===== src/rtl/oc_led_arb.sv =====
// Single-LED control arbiter: fixed-priority requesters share one LED control word,
// and a new owner keeps the LED for a minimum number of tick pulses before it can be preempted.
module oc_led_arb #(
  parameter int          NumReq    = 4,
  parameter int          HoldTicks = 8,
  parameter logic [31:0] CtrlMask  = 32'h00073f03
) (
  input  logic                   clock,
  input  logic                   reset,
  input  logic                   tick,
  input  logic [NumReq-1:0]      req,
  input  logic [NumReq-1:0][31:0] reqCtrl,
  input  logic [31:0]            defaultCtrl,
  output logic [NumReq-1:0]      grant,
  output logic [31:0]            ledCtrl,
  output logic                   busy
);

  localparam int IdxW = (NumReq > 1) ? $clog2(NumReq) : 1;
  localparam logic [7:0] HoldLoad = 8'(HoldTicks);

  typedef enum logic [1:0] {IDLE, HOLD, OWNED} state_t;

  state_t          state;
  logic [7:0]      hold_cnt;
  logic [IdxW-1:0] owner;
  logic [IdxW-1:0] winner;
  logic            any_req;

  // Lowest asserted index wins; scanning downward lets the last hit be the lowest.
  always_comb begin
    winner  = '0;
    any_req = |req;
    for (int i = NumReq - 1; i >= 0; i--) begin
      if (req[i]) winner = IdxW'(i);
    end
  end

  always_ff @(posedge clock) begin
    if (reset) begin
      state    <= IDLE;
      hold_cnt <= '0;
      owner    <= '0;
      grant    <= '0;
      ledCtrl  <= '0;
      busy     <= 1'b0;
    end else begin
      case (state)
        IDLE: begin
          if (any_req) begin
            owner    <= winner;
            grant    <= NumReq'(1) << winner;
            ledCtrl  <= reqCtrl[winner] & CtrlMask;
            hold_cnt <= HoldLoad;
            state    <= (HoldTicks == 0) ? OWNED : HOLD;
            busy     <= 1'b1;
          end else begin
            grant   <= '0;
            ledCtrl <= defaultCtrl & CtrlMask;
            busy    <= 1'b0;
          end
        end
        HOLD: begin
          // A dropped owner keeps its grant and last word until the hold runs out.
          if (req[owner]) ledCtrl <= reqCtrl[owner] & CtrlMask;
          if (tick && hold_cnt != 8'd0) hold_cnt <= hold_cnt - 8'd1;
          if (tick && hold_cnt <= 8'd1) state <= OWNED;
          busy <= 1'b1;
        end
        OWNED: begin
          if (!any_req) begin
            state   <= IDLE;
            grant   <= '0;
            ledCtrl <= defaultCtrl & CtrlMask;
            busy    <= 1'b0;
          end else if (winner != owner) begin
            owner    <= winner;
            grant    <= NumReq'(1) << winner;
            ledCtrl  <= reqCtrl[winner] & CtrlMask;
            hold_cnt <= HoldLoad;
            state    <= (HoldTicks == 0) ? OWNED : HOLD;
            busy     <= 1'b1;
          end else begin
            ledCtrl <= reqCtrl[owner] & CtrlMask;
            busy    <= 1'b1;
          end
        end
        default: begin
          state <= IDLE;
          busy  <= 1'b0;
        end
      endcase
    end
  end

endmodule


===== config.mk =====
export PLATFORM = sky130hd
export DESIGN_NAME = oc_led_arb
export DESIGN_NICKNAME = d
export VERILOG_FILES = /design/src/rtl/oc_led_arb.sv
export SDC_FILE = /design/constraint.sdc
export NUM_CORES = 1
export LEC_CHECK = 0
export ABC_AREA = 1
export CAP_MARGIN = 20
export CORE_ASPECT_RATIO = 1.75
export CORE_MARGIN = 4
export CORE_UTILIZATION = 27
export CTS_CLUSTER_SIZE = 30
export DETAILED_ROUTE_END_ITERATION = 7
export GPL_TIMING_DRIVEN = 0
export PLACE_DENSITY_LB_ADDON = 0.3
export RECOVER_POWER = 50
export SYNTH_ARGS = -nofsm -noshare
export SYNTH_HDL_FRONTEND = slang
export SYNTH_SLANG_ARGS = --single-unit

===== constraint.sdc =====
create_clock -name clock -period 1.45 [get_ports clock]
set_input_delay 0.435 -clock clock [delete_from_list [all_inputs] [get_ports clock]]
set_output_delay 0.435 -clock clock [all_outputs]
set_load 0.02 [all_outputs]

=== Yosys cells after proc, flatten, opt, wreduce, memory -nomap -nowiden ===
Index checks and enable logic that the tools add are counted.

* Add/sub/neg operators: 1
* Magnitude comparators: 3
* Equal/unequal tests: 10
* Shift-type cells: 1
* Multiplexer cells: 35
* Reduce and logical (&&, ||, !) cells: 13

{| class="wikitable"
|+ Operator list
! operator !! number
|-
| 32-bit binary-select mux with 2-bit select || 2
|-
| 32-bit case mux with 3 select lines || 1
|-
| 19-bit two-way mux || 5
|-
| 32-bit two-way mux || 1
|-
| 8-bit two-way mux || 4
|-
| 8-bit case mux with 3 select lines || 1
|-
| 2-bit two-way mux || 11
|-
| 4-bit two-way mux || 3
|-
| 2-bit != test (second input constant) || 6
|-
| 8-bit by 1-bit less-or-equal comparator with 1-bit output (second input constant) || 1
|-
| 4-bit case mux with 2 select lines || 1
|-
| 8-bit nonzero test || 1
|-
| 8-bit by 1-bit subtractor with 8-bit output (second input constant) || 1
|-
| 2-bit by 3-bit less-than comparator with 1-bit output (second input constant) || 2
|-
| 2-bit case mux with 3 select lines || 1
|-
| 5-bit AND reduction || 1
|-
| 2-bit case mux with 2 select lines || 1
|-
| 2-bit AND reduction || 2
|-
| 4-bit AND reduction || 1
|-
| 4-bit OR reduction || 1
|-
| 1-bit by 2-bit left shift with 4-bit output (first input constant) || 1
|-
| 3-bit != test (second input constant) || 1
|-
| 3-bit AND reduction || 1
|-
| 3-bit nonzero test || 1
|-
| 10 further kinds || 12
|}

* Register bits after elaboration: 49
* Output and inout bits: 37
* Word-level logic and storage cells: 69

=== Depth between registers and ports, before layout ===
Gate-level depths: netlist (run 1).

* Depth after elaboration: 9
* Depth in mapped cells: 12
* Mapped depth without buffers: 12

=== Least setup slack after synthesis (run 1) ===
No wires, ideal clock.

* Path kind: register to register
* Start point: register state[1]
* End point: register ledCtrl[0]
* Arrival time: 1.420 ns
* Required time: 1.380 ns
* Setup slack: -0.040 ns
* Stages on the path, launching flop included: 9
* Path buffers: 2
* Clock period less this slack: 1.490 ns
* Cell sequence: dfxtp_1 -> inv_1 -> ha_1 -> clkbuf_1 -> nand3_1 -> nand2_1 -> clkbuf_1 -> nand2_1 -> a21oi_1

* Longest elaborated chain between the ends: 3

{| class="wikitable"
|+ Ends and longest elaborated chain
! what !! RTL line !! RTL
|-
| start: declaration || 24 || <nowiki>state_t state;</nowiki>
|-
| start signal: assignment || 55 || <nowiki>state <= (HoldTicks == 0) ? OWNED : HOLD;</nowiki>
|-
| start signal: assignment || 81 || <nowiki>state <= (HoldTicks == 0) ? OWNED : HOLD;</nowiki>
|-
| 2-bit by 1-bit == test with 1-bit output (tied with other cells) || 48 || <nowiki>case (state)</nowiki>
|-
| 2-bit != test (no source line) or 3-bit nonzero test (tied branches) || n/a ||
|-
| 2-bit AND reduction (no source line) || n/a ||
|-
| end signal: assignment || 53 || <nowiki>ledCtrl <= reqCtrl[winner] & CtrlMask;</nowiki>
|-
| end signal: assignment || 59 || <nowiki>ledCtrl <= defaultCtrl & CtrlMask;</nowiki>
|-
| end signal: assignment || 65 || <nowiki>if (req[owner]) ledCtrl <= reqCtrl[owner] & CtrlMask;</nowiki>
|-
| end: declaration || 15 || <nowiki>output logic [31:0] ledCtrl,</nowiki>
|}

Parallel ways exist; a longest one is shown, timed or not.
A chain may end at the register's enable or synchronous reset.

=== Final worst setup path (run 1) ===
* Start point: register owner[0]
* End point: register ledCtrl[17]

* Longest elaborated chain between the ends: 5

{| class="wikitable"
|+ Ends and longest elaborated chain
! what !! RTL line !! RTL
|-
| start: declaration || 26 || <nowiki>logic [IdxW-1:0] owner;</nowiki>
|-
| start signal: assignment || 51 || <nowiki>owner <= winner;</nowiki>
|-
| start signal: assignment || 77 || <nowiki>owner <= winner;</nowiki>
|-
| 32-bit binary-select mux with 2-bit select || 65, 84 ||
|-
| 19-bit two-way mux (implied by the code) || 65, 84 ||
|-
| 19-bit two-way mux || 76 || <nowiki>end else if (winner != owner) begin</nowiki>
|-
| 19-bit two-way mux || 71 || <nowiki>if (!any_req) begin</nowiki>
|-
| 32-bit case mux with 3 select lines || 48 ||
|-
| end signal: assignment || 65 ||
|-
| end signal: assignment || 74 || <nowiki>ledCtrl <= defaultCtrl & CtrlMask;</nowiki>
|-
| end signal: assignment || 84 || <nowiki>ledCtrl <= reqCtrl[owner] & CtrlMask;</nowiki>
|}

Parallel ways exist; a longest one is shown, timed or not. The select of a mux whose other input is x is not followed.

==> flow_metrics.tcl, run 1 <==
set metrics [dict create \
    post-route-drc-count 0 \
    r2r_cells 9 \
    die_w_um 87.2 \
    rsz0062_at_grt "yes" \
    place_area_um2 3980 \
    worstPathArrival_ns 1.75 \
    grt_busiest_layer "met2" \
    p_int_mw 4.01 \
    layout_setup_ws_ns -0.0923 \
    io_pins 204 \
    postRouteAntennaNets 0 \
    cp_common_cell "buf_6" \
    final_layout_size_suffix_gt1_share_pct 29.2 \
    max_cap_violations 0 \
    pwr-share-comb_pct 72.5 \
    syn_inst 525 \
    synth_area_per_cell_um2 5.65 \
    r2r-end "ledCtrl[17]" \
    max_stage_delay_ns 0.35 \
    layout_commonest_cell "nand2_1" \
    area_growth_pct 60.8 \
    finalCriticalPeriod_ns 1.54 \
    htreeDepth 1 \
    use_met1_pct 18.5 \
    ys_ff_latch 28 \
    first_global_vias 3958 \
    p_per_area_nw_per_um2 1630 \
    cts-root-buf "clkbuf_16" \
    wirelength_um 12000 \
    wl_per_cell_um 15.5 \
    post-route-period-util_pct 106 \
    met2_usage_pct 33.1 \
    crit_family "compound AO/OA/AOI/OAI gates" \
    first_pass_iters 5 \
    grt.met3_usage_pct 2.71 \
    final_area_um2 4770 \
    clk_latency_ns 0.27 \
    sw_frac_of_total_pct 48.6 \
    drt-initial-drc-count 165 \
    grt_max_degree 17 \
    clock.fmax_ghz 0.648 \
    gp_congestion 0.918 \
    violations "negative setup slack" \
    status "complete, but fails checks" \
    fin_util_pct 44.5 \
    final_hold_viol_count 0 \
    cts.path.max_buffers 2 \
    vias 3948 \
    cts_buffers 3 \
    end_kind "register" \
    critical_path.startpoint_type "register" \
    worstPathRequired_ns 1.66 \
    min_from "req[0]" \
    irDropWorstVdd_mv 0.718 \
    critical_path_class "register to register" \
    min_path_cells 3 \
    finalMaxSlewViolations 0 \
    finClkSkew_ns 0.00547 \
    finalSetupViolations 26 \
    ys_seq_area_share_pct 18.9 \
    power.net_switching_mw 3.79 \
    synth_cell_type_count 31 \
    cts_tree "done" \
    avgViaCountPerCell 5.08 \
    fill_cells 1094 \
    ys_warn_count 0 \
    critPathSlowestCell "dfxtp_2" \
    rows 50 \
    core_um2 10700 \
    holdWs_ns 0.437 \
    synth_area_um2 2960 \
    antenna_found_initial 0 \
    fin_nets 822 \
    hold_end "grant[0]" \
    leakagePower_nw 2.43 \
    dp_cells 752 \
    numPortBuffers 77 \
    cts_hold_buffers 0 \
    die_h_um 147 \
    power_frac_clock_pct 10.8 \
    hp-class "primary input to register" \
    layoutNonFillerInstCount 777 \
    hpwl_um 9100 \
    p_seq_share_pct 16.8 \
    grt_pass1_wl_um 18500 \
    timing.rr.start "owner[0]" \
    r2r_slack_ns -0.09 \
    dieArea_um2 12800 \
    relSlewSlack_pct 62.3 \
    overflow 0 \
    numClockSinks 28 \
    clk_pin_slew_worst_paths_ns 0.07 \
    tightest_slew_ns 0.565 \
    critPathBufInv 3 \
    cp_cell_sequence "buf_6 -> a21oi_1 -> o21ai_0 -> nand3_1 -> nand2_2 -> inv_2 -> buf_6 -> nand3_2 -> a21oi_2" \
    path_max_fanout 5 \
    track_usage_pct 18.4 \
    start_util_pct 27.7 \
    final_cell_mix "96 x nand2_1, 73 x nand3_1, 46 x inv_1" \
    antenna_cells 0 \
]
[worst max path at each step]
| stage | cells after the start | slack [ns] | end | start |
|---|---|---|---|---|
| after global routing | 11 | -0.15 | hold_cnt[1] | req[0] |
| after floorplan | 10 | -0.02 | hold_cnt[0] | req[0] |
| after CTS | 12 | -0.06 | ledCtrl[1] | req[1] |
| after global placement | 11 | -0.93 | ledCtrl[17] | req[0] |
| after detailed placement | 11 | -0.96 | ledCtrl[17] | req[0] |
| final | 9 | -0.09 | ledCtrl[17] | owner[0] |
[flip-flops by register name (all words and copies together), names as in the netlist]
name	flops
busy	1
grant	4
hold_cnt	8
ledCtrl	11
owner	2
state	2
[per-layer routing]
metal  vias up  share of wire, %
li1       1905                 -
met4         0               7.8
met3        58               5.2
met1      1807                35
met2       178                52
met5         -                 0
[repair_timing]
item / in CTS / in global routing
buffers inserted: 9 / 6
pin swaps: 32 / 29
endpoints found under the setup margin: 44 / 27
cloned: 6 / 1
gates resized for setup: 174 / 75
[synth_stat cells (all sizes together)]
cell       n  area, um^2
o21ai     52         260
nand2    118         465
conb       1        3.75
dfxtp     28         561
xor2       5        51.3
clkbuf    14        53.8
nor3      11        55.1
ha         7        87.6
inv       66         248
nand4      2        12.5
buf       37         244
or2        2        12.5
nor2      43         169
a21oi     39         210
o2111ai    1        8.76
nand3     98         513
xnor2      1        8.76
[power by group through the flow]
stage	logic, mW	clock network (mW)	registers [mW]
2_1_floorplan	3.03	0	1.43
3_3_place_gp	4.51	0	1.27
3_5_place_dp	4.56	0	1.27
4_1_cts	5.21	0.851	1.30
5_1_grt	6.20	0.891	1.34
6_report	5.65	0.839	1.31
[per-stage QoR]
stage / TNS [ns] / setup WS (ns) / total power, mW
floorplan: -0.260 / -0.0234 / 4.46
finish: -1.38 / -0.0923 / 7.79
global route: -3.32 / -0.155 / 8.43
global placement: -22.43 / -0.934 / 5.78
detailed placement: -22.76 / -0.957 / 5.83
CTS: -0.372 / -0.0570 / 7.36
[worst min-delay path, cell delays in order]
cell and delay, ns:
buf_8 0.09, o21ai_0 0.08, nor2_1 0.08
[cell families after synthesis]
group / after synthesis / synth area share [%]
other cells: 1 / 0.127
fa+ha+maj: 7 / 2.95
flops: 28 / 18.9
buf+inv: 117 / 18.4
compound gates: 92 / 16.2
simple gates: 274 / 41.4
xor+xnor: 6 / 2.03
[layout make-up]
| type | count | area [um^2] | share of cell area, % |
|---|---|---|---|
| Timing Repair Buffer | 99 | 971 | 20.4 |
| Inverter | 66 | 258 | 5.41 |
| Multi-Input combinational cell | 400 | 2270 | 47.7 |
| Buffer | 50 | 427 | 8.95 |
| Clock inverter | 1 | 30.0 | 0.630 |
| Tap cell | 130 | 163 | 3.41 |
| Clock buffer | 3 | 75.1 | 1.58 |
| Sequential cell | 28 | 572 | 12.0 |
Power figures use the tool's default switching activity.
==> run 2: changes to the inputs <==
Settings changed: CORE_UTILIZATION 27 to 33, GPL_TIMING_DRIVEN 0 to 1, SLEW_MARGIN set to 0.
==> run 2 against run 1 <==
Net effect: the flow still finishes with violations (negative setup slack); largest power group unchanged; final area increased by 2.1%; sequential share of layout area decreased by 0.22 points; setup slack improved by 0.017 ns; maximum frequency increased by 1.1%; utilization increased by 11 points; critical path type is now primary input to register; combinational power increased by 3.9%; global-route usage increased by 3.7 points; largest cell class unchanged.
==> flow_metrics.tcl, run 2 (synthesized netlist as in run 1, its figures left out) <==
set metrics [dict create \
    status "complete, but fails checks" \
    violations "negative setup slack" \
    htreeDepth 1 \
    dieArea_um2 10600 \
    top_regs "ledCtrl: 11 flops, hold_cnt: 8 flops, grant: 4 flops" \
    total_power_mw 8.03 \
    rsz0062_at_grt "yes" \
    critical_path_class "primary input to register" \
    cts_buffers 3 \
    antenna_cells 0 \
    die_h_um 133 \
    regMostFlops "ledCtrl" \
    worstPathArrival_ns 1.70 \
    io_pins 204 \
    overflow 0 \
    avgViaCountPerCell 5.19 \
    grt_pass1_wl_um 18500 \
    cts-root-buf "clkbuf_16" \
    cts.path.max_buffers 2 \
    max_cap_violations 0 \
    antenna_found_initial 0 \
    cts_tree "done" \
    numClockSinks 28 \
    leakagePower_nw 2.39 \
    grt_max_degree 34 \
    final_hold_viol_count 0 \
    worstPathRequired_ns 1.62 \
    fill_cells 881 \
    finalMaxSlewViolations 0 \
    hp-class "register to register" \
    path_max_fanout 5 \
    place_area_um2 4180 \
    end_kind "register" \
    post-route-drc-count 0 \
    first_global_vias 4000 \
    sw_frac_of_total_pct 47.7 \
    fin_util_pct 55.7 \
    critical_path.startpoint_type "primary input" \
    final_area_um2 4860 \
    clock.fmax_ghz 0.656 \
    first_pass_iters 4 \
    fin_nets 822 \
    numPortBuffers 77 \
    layout_commonest_cell "nand2_1" \
    start_util_pct 34.0 \
    postRouteAntennaNets 0 \
    p_int_mw 4.20 \
    hpwl_um 8890 \
    power.net_switching_mw 3.83 \
    p_per_area_nw_per_um2 1650 \
    power_frac_clock_pct 10.7 \
    irDropWorstVdd_mv 0.688 \
    final_cell_mix "93 x nand2_1, 77 x nand3_1, 49 x buf_4, 49 x clkdlybuf4s50_1, 46 x inv_1" \
    vias 3966 \
    finalCriticalPeriod_ns 1.52 \
    finClkSkew_ns 0.00273 \
    die_w_um 79.6 \
    largest_reg_flops 11 \
    core_um2 8730 \
    final_layout_size_suffix_gt1_share_pct 28.1 \
    area_growth_pct 64.1 \
    clk_pin_slew_worst_paths_ns 0.07 \
    clk_latency_ns 0.27 \
    post-route-period-util_pct 105 \
    gp_congestion 0.935 \
    wirelength_um 12200 \
    wl_per_cell_um 16.0 \
    p_seq_share_pct 16.2 \
    track_usage_pct 22.0 \
    drt-initial-drc-count 206 \
    setup-tns-final_ns -0.650 \
    cts_hold_buffers 0 \
    layout_setup_ws_ns -0.0749 \
    pwr-share-comb_pct 73.1 \
    finalSetupViolations 23 \
    rows 45 \
]
-- run 2: cell count changes in the layout (fill, tap and decap cells not counted), moves of 4 or more --
| cell | previous run | this run |
|---|---|---|
| buf_12 | 1 | 10 |
| buf_4 | 40 | 49 |
| buf_6 | 15 | 11 |
| buf_8 | 5 | 1 |
| clkbuf_4 | 6 | 0 |
| clkdlybuf4s50_1 | 43 | 49 |
| dfxtp_2 | 6 | 1 |
| dlymetal6s2s_1 | 9 | 3 |
| nand2_8 | 0 | 4 |
| nand3_1 | 73 | 77 |
| nand3_2 | 24 | 20 |
-- run 2: layer usage --
metal | GRT usage (%) | vias to the layer above | wire length (um)
met5 | 0 | - | 0
met4 | 14.7 | 0 | 749
met3 | 3.11 | 53 | 593
met2 | 40.2 | 161 | 6630
met1 | 22.4 | 1851 | 4240
li1 | - | 1901 | -
-- run 2: timing repair --
action / in CTS / in global routing
pin swaps: 28 / 23
gates resized for setup: 124 / 71
buffers inserted: 9 / 5
endpoints found under the setup margin: 44 / 27
hold endpoints to repair: 0 / 0
cloned: 3 / 1
-- run 2: per-stage QoR --
stage,hold WS (ns),std cells,setup WS [ns]
2_1_floorplan,0.454,545,-0.0234
3_3_place_gp,0.453,745,-0.907
3_5_place_dp,0.458,745,-0.931
4_1_cts,0.466,758,-0.0158
5_1_grt,0.488,764,-0.151
6_report,0.463,764,-0.0749
-- run 2: power groups by stage --
stage               registers, mW  clock network [mW]  logic (mW)
floorplan                    1.43                   0        3.03
global placement             1.27                   0        5.08
detailed placement           1.27                   0        5.15
CTS                          1.29               0.863        5.42
global route                 1.34               0.892        6.42
finish                       1.31               0.857        5.87
-- run 2: worst paths after layout --
kind	depth (start not counted)	from	slack [ns]	end
worst min-delay path	2	ledCtrl[16]	0.46	ledCtrl[16]
worst min register to register	2	ledCtrl[16]	0.46	ledCtrl[16]
worst max register to register	9	owner[0]	-0.06	ledCtrl[18]
worst max-delay path	11	req[0]	-0.07	hold_cnt[6]
-- run 2: final cells by class --
type / count / area [um^2] / area share (%)
tap: 117 / 146 / 3.01
inverter: 66 / 254 / 5.22
sequential: 28 / 573 / 11.8
timing repair buffer: 148 / 1480 / 30.5
clock inverter: 1 / 30.0 / 0.617
multi-input combinational: 401 / 2300 / 47.3
clock buffer: 3 / 75.1 / 1.54
-- run 2: worst max-delay path: stages --
cell     delay [ns]
buf_8          0.10
nor2_4         0.18
buf_6          0.13
nand2_4        0.07
xor2_4         0.16
nand3_2        0.11
nand2_4        0.12
nand2_8        0.09
buf_6          0.14
nand3_1        0.09
a21oi_2        0.06
